--- config.mk ---
export PLATFORM = sky130hd
export DESIGN_NAME = ro_scheduler
export DESIGN_NICKNAME = d
export VERILOG_FILES = /design/src/rtl/ro_scheduler.sv
export SDC_FILE = /design/constraint.sdc
export NUM_CORES = 1
export LEC_CHECK = 0
export CORE_MARGIN = 4
export CORE_UTILIZATION = 30
export CTS_BUF_LIST = sky130_fd_sc_hd__clkbuf_4
export CTS_CLUSTER_SIZE = 12
export DETAILED_ROUTE_END_ITERATION = 10
export GPL_ROUTABILITY_DRIVEN = 0
export PLACE_DENSITY = 0.49
export SYNTH_ARGS = -nofsm -noshare
export SYNTH_HDL_FRONTEND = slang
export SYNTH_SLANG_ARGS = --single-unit
--- constraint.sdc ---
create_clock -name clk -period 4.1 [get_ports clk]
set_input_delay 0.82 -clock clk [delete_from_list [all_inputs] [get_ports clk]]
set_output_delay 0.82 -clock clk [all_outputs]
set_load 0.03 [all_outputs]
--- src/rtl/ro_scheduler.sv ---
// Time-slot readout scheduler: a binary slot counter whose trailing-ones count picks
// the channel to serve, with per-channel event capture, pending and overrun tracking.
module ro_scheduler #(
  parameter int NCH = 8
) (
  input  logic           clk,
  input  logic           reset,
  input  logic           en,
  input  logic [NCH-1:0] din_pol,
  input  logic [NCH-1:0] din_eve,
  input  logic           clr_ovf,
  output logic [NCH-1:0] gray,
  output logic [NCH-1:0] grant,
  output logic           frame,
  output logic           dout_pol,
  output logic           dout_eve,
  output logic           dout_valid,
  output logic [2:0]     ch_idx,
  output logic [NCH-1:0] ovf
);

  localparam logic [NCH-1:0] ONE = {{(NCH-1){1'b0}}, 1'b1};

  logic [NCH-1:0] bin_q, bin_d;
  logic [NCH-1:0] gray_q, gray_d;
  logic [NCH-1:0] grant_q, grant_d;
  logic           frame_q, frame_d;
  logic           dout_pol_q, dout_pol_d;
  logic           dout_eve_q, dout_eve_d;
  logic           dout_valid_q, dout_valid_d;
  logic [2:0]     ch_idx_q, ch_idx_d;
  logic [NCH-1:0] ovf_q, ovf_d;
  logic [NCH-1:0] pend_pol_q, pend_pol_d;
  logic [NCH-1:0] pend_eve_q, pend_eve_d;
  logic [NCH-1:0] prev_pol_q, prev_pol_d;
  logic [NCH-1:0] prev_eve_q, prev_eve_d;

  logic [NCH-1:0] edge_pol, edge_eve;
  logic [NCH-1:0] slot_mask, cap;
  logic [NCH-1:0] ovf_set;
  logic [2:0]     slot_idx;

  // Lowest zero bit of bin is the served channel; all-ones gives an empty mask (frame slot).
  assign slot_mask = ~bin_q & (bin_q + ONE);

  always_comb begin
    slot_idx = '0;
    for (int i = 0; i < NCH; i++) begin
      if (slot_mask[i]) slot_idx = 3'(i);
    end
  end

  always_comb begin
    edge_pol     = din_pol & ~prev_pol_q;
    edge_eve     = din_eve & ~prev_eve_q;
    cap          = en ? slot_mask : '0;

    bin_d        = en ? (bin_q + ONE) : bin_q;
    gray_d       = bin_d ^ (bin_d >> 1);
    grant_d      = cap;
    frame_d      = en & (&bin_q);
    dout_valid_d = |cap;
    ch_idx_d     = ch_idx_q;
    dout_pol_d   = dout_pol_q;
    dout_eve_d   = dout_eve_q;
    if (|cap) begin
      ch_idx_d   = slot_idx;
      // An edge arriving in the capture cycle itself is delivered, not left pending.
      dout_pol_d = |(cap & (pend_pol_q | edge_pol));
      dout_eve_d = |(cap & (pend_eve_q | edge_eve));
    end

    pend_pol_d   = (pend_pol_q | edge_pol) & ~cap;
    pend_eve_d   = (pend_eve_q | edge_eve) & ~cap;
    ovf_set      = ((edge_pol & pend_pol_q) | (edge_eve & pend_eve_q)) & ~cap;
    ovf_d        = clr_ovf ? ovf_set : (ovf_q | ovf_set);

    prev_pol_d   = din_pol;
    prev_eve_d   = din_eve;
  end

  always_ff @(posedge clk or posedge reset) begin
    if (reset) begin
      bin_q        <= '0;
      gray_q       <= '0;
      grant_q      <= '0;
      frame_q      <= 1'b0;
      dout_pol_q   <= 1'b0;
      dout_eve_q   <= 1'b0;
      dout_valid_q <= 1'b0;
      ch_idx_q     <= '0;
      ovf_q        <= '0;
      pend_pol_q   <= '0;
      pend_eve_q   <= '0;
      prev_pol_q   <= '0;
      prev_eve_q   <= '0;
    end else begin
      bin_q        <= bin_d;
      gray_q       <= gray_d;
      grant_q      <= grant_d;
      frame_q      <= frame_d;
      dout_pol_q   <= dout_pol_d;
      dout_eve_q   <= dout_eve_d;
      dout_valid_q <= dout_valid_d;
      ch_idx_q     <= ch_idx_d;
      ovf_q        <= ovf_d;
      pend_pol_q   <= pend_pol_d;
      pend_eve_q   <= pend_eve_d;
      prev_pol_q   <= prev_pol_d;
      prev_eve_q   <= prev_eve_d;
    end
  end

  assign gray       = gray_q;
  assign grant      = grant_q;
  assign frame      = frame_q;
  assign dout_pol   = dout_pol_q;
  assign dout_eve   = dout_eve_q;
  assign dout_valid = dout_valid_q;
  assign ch_idx     = ch_idx_q;
  assign ovf        = ovf_q;

endmodule

### Word level (Yosys, flattened, before mapping)

Index checks and enable logic that the tools add are counted.

| storage, ports and cells | value |
|---|---|
| RAM bits | 0 |
| memories kept | 0 |
| output and inout bits | 31 |
| bits in read-only memories | 0 |
| bits in latches | 0 |
| flip-flop bits (word level) | 71 |
| bits of input ports | 20 |
| word-level logic and storage cells | 48 |

| cells by class | value |
|---|---|
| shifts and indexed selects | 0 |
| multiply operators | 0 |
| bitwise operators | 20 |
| multiplexer cells | 10 |
| $add $sub $neg | 1 |
| equal/unequal tests | 0 |
| reductions and logical operators | 4 |
| $lt $le $gt $ge | 0 |
| divide/modulo/power cells | 0 |

Operator list:

| operator | count |
|---|---|
| $and A8 B8 Y8 | 10 |
| $not A8 Y8 | 4 |
| $or A8 B8 Y8 | 4 |
| $mux W8 | 3 |
| $reduce_or A8 Y1 | 3 |
| $mux W3 | 5 |
| $add A8 B1 Y8 const B | 1 |
| $reduce_and A8 Y1 | 1 |
| $xor A8 B7 Y8 | 1 |
| $mux W2 | 1 |
| $and A1 B1 Y1 | 1 |
| $mux W1 | 1 |

### Longest topological paths before layout

| depth | value |
|---|---|
| depth in word-level cells | 9 |
| depth in mapped cells | 9 |
| depth with buffers taken out | 8 |

### Worst setup path before layout

No wires, ideal clock.

| timing path | value |
|---|---|
| kind | register to register |
| start | reg bin_q[0] |
| end | reg dout_eve_q (netlist: dout_eve) |
| arrival | 1.667 ns |
| path buffers | 1 |
| stages on the path, launching flop included | 9 |
| setup slack | 2.298 ns |
| setup time | 0.135 ns |
| period minus slack after synthesis | 1.802 ns |
| data required time | 3.965 ns |
| path through | dfrtp_1 ha_1 and3_1 ha_1 o41ai_2 nand3b_1 buf_6 nor2_2 a41oi_2 |

| on the way | value |
|---|---|
| elaborated cells on any way between the ends | 7 |
| those cells by class | add/sub: 1; mux: 1; bitwise: 3; reduce/logical: 2 |

RTL lines:

| what | RTL line | RTL |
|---|---|---|
| from (decl) | 24 | `logic [NCH-1:0] bin_q, bin_d;` |
| from (signal assigned) | 98 | `bin_q <= bin_d;` |
| $add A8 B1 Y8 / $not A8 Y8 (equally long branches) | 44 | `assign slot_mask = ~bin_q & (bin_q + ONE);` |
| $and A8 B8 Y8 * | 44 |  |
| $mux W8 * | 56 | `cap = en ? slot_mask : '0;` |
| $reduce_or A8 Y1 * | -- |  |
| net dout_valid_d | 30 | `logic dout_valid_q, dout_valid_d;` |
| to (signal assigned) | 103 | `dout_eve_q <= dout_eve_d;` |
| to (decl) | 29 | `logic dout_eve_q, dout_eve_d;` |

Mark *: on every way through the listed nets, which the timed path passes. The rest lies on a longest branch.
A chain may end at the register's enable or synchronous reset.

==> impl_metrics.sql <==
INSERT INTO impl_metrics (metric_group, metric, value, unit) VALUES
('floorplanning', 'die_width', '105', 'um'),
('sta', 'report.final.setup_viol', '0', ''),
('sta', 'finalSetupTns', '0', 'ns'),
('route', 'vias_per_cell', '4.37', ''),
('worst_setup_path', 'worst_ep_required_time', '3.28', 'ns'),
('power', 'intPower', '0.00155', 'W'),
('worst_setup_path', 'highest_fanout_seen_on_the_critical_path', '4', ''),
('power', 'p_sw_share', '37.3', '%'),
('sta', 'worst_clock_skew', '0.0101', 'ns'),
('worst_setup_path', 'cp_data_arrival_time', '1.50', 'ns'),
('clocking', 'htree_levels', '3', ''),
('power', 'sequentialPowerShare', '40.5', '%'),
('power', 'power.share.combinational', '39.6', '%'),
('sta', 'slew_violations', '0', ''),
('route', 'ant_nets', '0', ''),
('flow_run', 'maxCapViolations', '0', ''),
('clocking', 'ctsLongestPathBuffers', '2', ''),
('clocking', 'tritoncts_num_sinks', '70', ''),
('placement', 'hpwl', '4010', 'um'),
('clocking', 'clkTransAtPathRegs', '0.12', 'ns'),
('grt', 'track_usage', '10.8', '%'),
('logic_synthesis', 'yosys_warnings', '0', ''),
('finish', 'filler_cell_count', '916', ''),
('logic_synthesis', 'portion_of_the_post_synthesis_area_used_by_sequential_elements', '62.4', '%'),
('power', 'p_leak', '1.57', 'nW'),
('finish', 'insertedDiodeCount', '0', ''),
('route', 'routed_wirelength', '5460', 'um'),
('power', 'share_clk_of_total_power', '19.9', '%'),
('worst_setup_path', 'crit_buf_inv', '1', ''),
('sta', 'timing.hold.ws', '0.525', 'ns'),
('logic_synthesis', 'yosys.cell_types.count', '33', ''),
('power', 'ir_worst_vdd', '0.353', 'mV'),
('floorplanning', 'floorplan.initialDensity', '30.7', '%'),
('clocking', 'post_cts_resized', '0', ''),
('route', 'first_iter_violations', '45', ''),
('floorplanning', 'design.die.area', '11000', 'sq um'),
('route', 'avgRoutedWirePerCell', '13.1', 'um'),
('worst_setup_path', 'cp_top_family', 'buffers and inverters', ''),
('finish', 'seq_area', '1750', 'sq um'),
('sta', 'final-hold-violation-count', '0', ''),
('grt', 'via_count_of_the_first_global_routing_pass', '1972', ''),
('power', 'switchingPower', '0.000919', 'W'),
('worst_setup_path', 'cp_cell_sequence', 'clkdlybuf4s50_1', ''),
('run_status', 'status', 'complete, no violations', ''),
('clocking', 'worst_skew_pair.late_latency', '0.41', 'ns'),
('route', 'firstDrtPassIters', '4', ''),
('clocking', 'cts_buffers', '9', ''),
('placement', 'numPortBuffers', '50', ''),
('route', 'remaining_drc_errors', '0', ''),
('worst_setup_path', 'crit_path_max_incr_delay', '0.68', 'ns'),
('logic_synthesis', 'synth_area_per_cell', '11.5', 'sq um'),
('worst_setup_path', 'crit_path_start_kind', 'flop', ''),
('grt', 'antenna_found_initial', '0', ''),
('worst_setup_path', 'timing.critical_path.from', 'bin_q[7]', ''),
('sta', 'fin_crit', '2.32', 'ns'),
('logic_synthesis', 'synthesis.nets', '272', ''),
('floorplanning', 'coreArea', '9150', 'sq um'),
('clocking', 'tritoncts', 'done', ''),
('floorplanning', 'die-height', '105', 'um'),
('clocking', 'post_cts_setup_buffers', '0', ''),
('worst_hold_path', 'hp-class', 'reg2reg', ''),
('grt', 'grt_first_pass_wirelength', '9380', 'um'),
('power', 'power-per-cell-area', '691', 'nW/um^2'),
('sta', 'worst_pin_slew', '0.625', 'ns'),
('floorplanning', 'fp-row-count', '35', ''),
('worst_setup_path', 'slowest_stage', 'sky130_fd_sc_hd__clkdlybuf4s50_1', ''),
('sta', 'fmax', '431', 'MHz'),
('clocking', 'cts_root_buffer', 'sky130_fd_sc_hd__clkbuf_4', ''),
('logic_synthesis', 'syn-instance-count', '243', ''),
('worst_hold_path', 'worst_hold_startpoint', 'pend_pol_q[5]', ''),
('clocking', 'cts_hold_buffers', '0', '');
[Yosys cell counts]
master	instances	area share (%)
sky130_fd_sc_hd__nand3b_1	1	0.27
sky130_fd_sc_hd__xnor2_1	1	0.31
sky130_fd_sc_hd__and4_1	1	0.31
sky130_fd_sc_hd__inv_1	25	3.3
sky130_fd_sc_hd__o21bai_1	1	0.27
sky130_fd_sc_hd__o22a_1	4	1.2
sky130_fd_sc_hd__nor4_1	1	0.22
sky130_fd_sc_hd__o31ai_1	1	0.27
sky130_fd_sc_hd__nor2_1	47	6.3
sky130_fd_sc_hd__and3_1	1	0.22
sky130_fd_sc_hd__nor2b_1	16	3.6
sky130_fd_sc_hd__xor2_1	6	1.9
sky130_fd_sc_hd__dfrtp_1	70	62
sky130_fd_sc_hd__buf_1	1	0.13
sky130_fd_sc_hd__buf_6	4	1.6
sky130_fd_sc_hd__a21oi_1	1	0.18
sky130_fd_sc_hd__o22ai_1	8	1.8
sky130_fd_sc_hd__ha_1	9	4.0
sky130_fd_sc_hd__a22oi_1	8	2.1
sky130_fd_sc_hd__a41oi_2	2	1.2
sky130_fd_sc_hd__o21ai_0	7	1.2
sky130_fd_sc_hd__buf_4	1	0.27
sky130_fd_sc_hd__buf_2	1	0.18
sky130_fd_sc_hd__a31oi_1	2	0.45
sky130_fd_sc_hd__a21oi_2	7	2.2
sky130_fd_sc_hd__nand2b_1	1	0.22
sky130_fd_sc_hd__o2111a_1	2	0.80
sky130_fd_sc_hd__nand3_1	1	0.18
sky130_fd_sc_hd__and2_1	2	0.45
sky130_fd_sc_hd__o41ai_2	1	0.58
sky130_fd_sc_hd__nand2_1	7	0.94
sky130_fd_sc_hd__a31oi_2	1	0.45
sky130_fd_sc_hd__nor2_2	2	0.45
[registers in the layout (all words and copies together), names as in the netlist, 3 cells and up]
register and count:
ch_idx 3, grant 8, prev_pol_q 8, pend_eve_q 8, pend_pol_q 8, bin_q 8, prev_eve_q 8, ovf 8
gray 7
[worst paths after layout]
| path | depth (start not counted) | slack (ns) | end |
|---|---|---|---|
| min in group asynchronous | 2 | 0.81 | prev_eve_q[4] |
| worst min-delay path | 2 | 0.52 | pend_pol_q[5] |
| worst max-delay path | 1 | 1.78 | gray[7] |
| max in group asynchronous | 3 | 2.65 | pend_pol_q[4] |
| worst max register to register | 7 | 1.93 | dout_pol |
| worst min register to register | 2 | 0.52 | pend_pol_q[5] |
[stage by stage]
stage          power [W]  area [sq um]  util [%]  instances  setup slack (ns)
6_report         0.00247          3570      39.0        415              1.78
5_1_grt          0.00265          3570      39.0        415              1.68
4_1_cts          0.00251          3570      39.0        415              1.72
3_5_place_dp     0.00200          3410      37.3        399              1.45
3_3_place_gp     0.00200          3410      37.3        399              1.47
2_1_floorplan    0.00168          2810         -        243              1.51
[per-layer routing]
metal	up-vias	routed length (um)	GRT usage [%]	share of wire [%]
met1	856	2570	13.9	47
li1	913	-	-	-
met5	-	0	0	0
met4	0	114	5.34	2.1
met2	34	2510	16.7	46
met3	10	265	3.09	4.9
[layout make-up]
type,instances,share of cell area (%)
inverters,25,2.63
clock buffers,9,1.89
repair buffers,52,14.8
multi-input cells,141,25.2
flip-flops and latches,70,49.1
clock inverters,7,2.49
well taps,111,3.89
[power groups by stage]
| stage | logic [W] | clock network, W | registers (W) |
|---|---|---|---|
| after floorplan | 0.000485 | 0 | 0.00119 |
| after global placement | 0.000981 | 0 | 0.00102 |
| after detailed placement | 0.000987 | 0 | 0.00101 |
| after CTS | 0.000993 | 0.000510 | 0.00100 |
| after global routing | 0.00108 | 0.000536 | 0.00103 |
| final | 0.000976 | 0.000491 | 0.000999 |
[kinds of logic (layout without fill, tap and decap cells)]
group                    Yosys count  in the layout  share of synthesized area [%]
AND/OR/NAND/NOR                   80             80                           13.1
flip-flops                        70             70                           62.4
AO/OA/AOI/OAI                     45             45                           12.8
buffers and inverters             32             93                           5.53
adder cells (fa/ha/maj)            9              9                           4.01
XOR/XNOR                           7              7                           2.18
[cell usage in the layout, fill, tap and decap left out, types with 2 or more instances in the layout]
cell type,instances
sky130_fd_sc_hd__clkbuf_4,9
sky130_fd_sc_hd__nor2b_1,16
sky130_fd_sc_hd__a21oi_2,7
sky130_fd_sc_hd__nand2_1,7
sky130_fd_sc_hd__o22ai_1,8
sky130_fd_sc_hd__bufinv_16,2
sky130_fd_sc_hd__nor2_1,47
sky130_fd_sc_hd__o21ai_0,7
sky130_fd_sc_hd__ha_1,9
sky130_fd_sc_hd__inv_1,24
sky130_fd_sc_hd__clkdlybuf4s50_1,50
sky130_fd_sc_hd__dfrtp_1,70
sky130_fd_sc_hd__nor2_2,2
sky130_fd_sc_hd__and2_1,2
sky130_fd_sc_hd__clkinvlp_4,2
sky130_fd_sc_hd__xor2_1,6
sky130_fd_sc_hd__a41oi_2,2
sky130_fd_sc_hd__o2111a_1,2
sky130_fd_sc_hd__a22oi_1,8
sky130_fd_sc_hd__a31oi_1,2
sky130_fd_sc_hd__o22a_1,4
sky130_fd_sc_hd__clkinv_2,2
No activity file was read; power rests on OpenSTA's default activity.
==> RTL change (same settings) <==
Set the parameter `NCH` to 16 (it was 8).
--- a/src/rtl/ro_scheduler.sv
+++ b/src/rtl/ro_scheduler.sv
@@ -1,7 +1,7 @@
 // Time-slot readout scheduler: a binary slot counter whose trailing-ones count picks
 // the channel to serve, with per-channel event capture, pending and overrun tracking.
 module ro_scheduler #(
-  parameter int NCH = 8
+  parameter int NCH = 16
 ) (
   input  logic           clk,
   input  logic           reset,
Ports: changed (5 resized); port bits go from 51 to 91. No check against the original RTL was run, so the function may have changed too.
==> RTL change against the original RTL <==
- die area up 82%
- worst setup slack worse by 0.24 ns
- utilization about the same
- final area up 90%
- clock power up 81%
- hold slack worse by 0.0067 ns
- area after synthesis up 90%
- wire length up 130%
- total power up 69%
- sequential cell count up 64
==> RTL change: results (changes against the original RTL) <==
Placed design
  – Post-DP HPWL: 9440 µm (+140%)
  – PortBufs: 90 (+80%)
  – Placed Area: 0.00649 mm² (+90%)
  – Dpl ws: 1.55 ns (+0.102 ns)

Yosys
  – Synthesized Nets: 537 (+97%)
  – Cell variety after synth: 37 (+12%)
  – Post-synth top cells: 134 x dfrtp_1, 89 x nor2_1, 47 x inv_1, 35 x nor2b_1, 23 x o22ai_1
  – Syn avg cell area: 11.1 µm² (-4.2%)
  – #FFs+latches synth: 134 (+91%)
  – Area contributors post-synth: dfrtp_1 63%, nor2_1 6.3%, ha_1 4.2%, nor2b_1 4.1%, inv_1 3.3%
  – Post-synthesis sequential area ratio: 0.627 (+0.00332)

Clock tree
  – Worst skew pair latency: 0.52 ns (+0.11 ns)
  – Setup bufs post-CTS: 0 (unchanged)
  – Num CTS Buffers: 17 (+8)
  – Clk slew on worst S/H paths: 0.11 ns
  – Root buffer cell: clkbuf_4
  – H-tree Lvls: 4 (+1)

Layout
  – Inverters: 48 (+92%)
  – Multi-input gate count: 288 (+100%)
  – Layout Nets: 636 (+94%)
  – Clock buffers and inverters, area share: 0.0419 (-0.00191)
  – Fillers: 1728 (+89%)
  – Buffering overhead: 0.137 (-0.0106)
  – Fraction of area in multi-input gates: 0.256 (+0.00422)
  – Layout cells sized above 1: 0.0842 (-0.0178)
  – Layout clock buffers: 20 (+11)
  – Signal buffers: 93 (+79%)
  – Sequential cell area: 0.00335 mm² (+91%)

Setup path
  – Crit path capture type: flop
  – CP Launch Type: flop
  – Worst r2r path cells: 12 (+5)
  – Critical path fanouts, max: 5 (+1)
  – R2r endpoint: ch_idx[0]
  – Worst EP arrival: 2.96 ns (+1.46 ns)
  – R2r setup slk: 1.54 ns (-0.39 ns)

GRT
  – Gr usage total: 0.132 (+0.0235)
  – Largest net degree at the start of global routing: 69 (+60%)
  – First-pass GRT wire length: 20600 µm (+120%)
  – Grt met2 use: 0.205 (+0.0379)
  – Met1 Use GR: 0.176 (+0.0369)
  – Met3 GRT Util: 0.0438 (+0.0129)
  – Vias in the first global route: 3942 (+100%)

Worst hold path
  – Worst Hold Class: reg2reg

Route
  – Vias: 3658 (+100%)
  – First DRT Iteration DRCs: 115 (+160%)
  – Total wire length: 12400 µm (+130%)
  – Met2 Wirelength: 5760 µm (+130%)
  – Met1 WL: 5870 µm (+130%)
  – Met3 wire len: 652 µm (+150%)

STA
  – Final hold vios: 0 (unchanged)
  – Worst Max-Slew Pin Slew: 0.940 ns (+0.314 ns)
  – Setup Skew: 0.0104 ns (+0.000261 ns)

Power and ir drop
  – Peak VDD IR: 0.299 mV (-16%)
  – Power per cell area: 615 mW/mm² (-11%)
  – Leak: 3.03 nW (+93%)

Status
  – Status: finished, final reports clean
==> RTL change: cell types whose count changed after synthesis, moves of 11 or more <==
cell     delta
dfrtp_1    +64
inv_1      +22
nor2_1     +42
nor2b_1    +19
o21ai_1    +11
o22ai_1    +15
==> RTL change: kinds of logic after synthesis <==
kind of cell | after synthesis | share of synthesized area
xor gates and xnor gates | 15 | 0.0246
and+or+nand+nor | 171 | 0.150
AOI/OAI and AO/OA | 83 | 0.107
DFF | 134 | 0.627
adders and majority gates | 18 | 0.0421
buffers and inverters | 61 | 0.0475
muxes | 1 | 0.00187
==> RTL change: through the flow <==
stage / std cells / hold WS (ns) / power [mW]
floorplan: 483 / 0.475 / 2.76
global placement: 788 / 0.478 / 3.32
detailed placement: 788 / 0.485 / 3.33
CTS: 819 / 0.511 / 4.24
global route: 819 / 0.539 / 4.45
finish: 819 / 0.518 / 4.17
==> RTL change: worst max-delay path, cell delays in order (launching register included) <==
cell and delay (ns):
dfrtp_1 0.42, ha_1 0.23, nand3_1 0.12, inv_1 0.07, nand2_1 0.11, inv_1 0.06, and3_1 0.18, ha_1 0.23
nor4_1 0.38, nand4_1 0.16, o21ai_2 0.18, mux2i_1 0.22, o31ai_1 0.09
==> RTL change: worst min path at each step <==
stage | from | endpoint | slack (ns) | cells past startpoint
5_1_grt | pend_pol_q[14] | pend_pol_q[14] | 0.54 | 2
6_report | dout_eve | dout_eve | 0.52 | 2
3_3_place_gp | ch_idx[1] | ch_idx[1] | 0.48 | 1
2_1_floorplan | pend_pol_q[7] | pend_pol_q[7] | 0.48 | 2
4_1_cts | dout_eve | dout_eve | 0.51 | 2
3_5_place_dp | dout_eve | dout_eve | 0.49 | 2
==> RTL change: report_power, final <==
part,switching (mW),internal (mW)
clock network,0.459,0.431
logic,0.895,0.617
registers,0.152,1.61
total,1.51,2.66
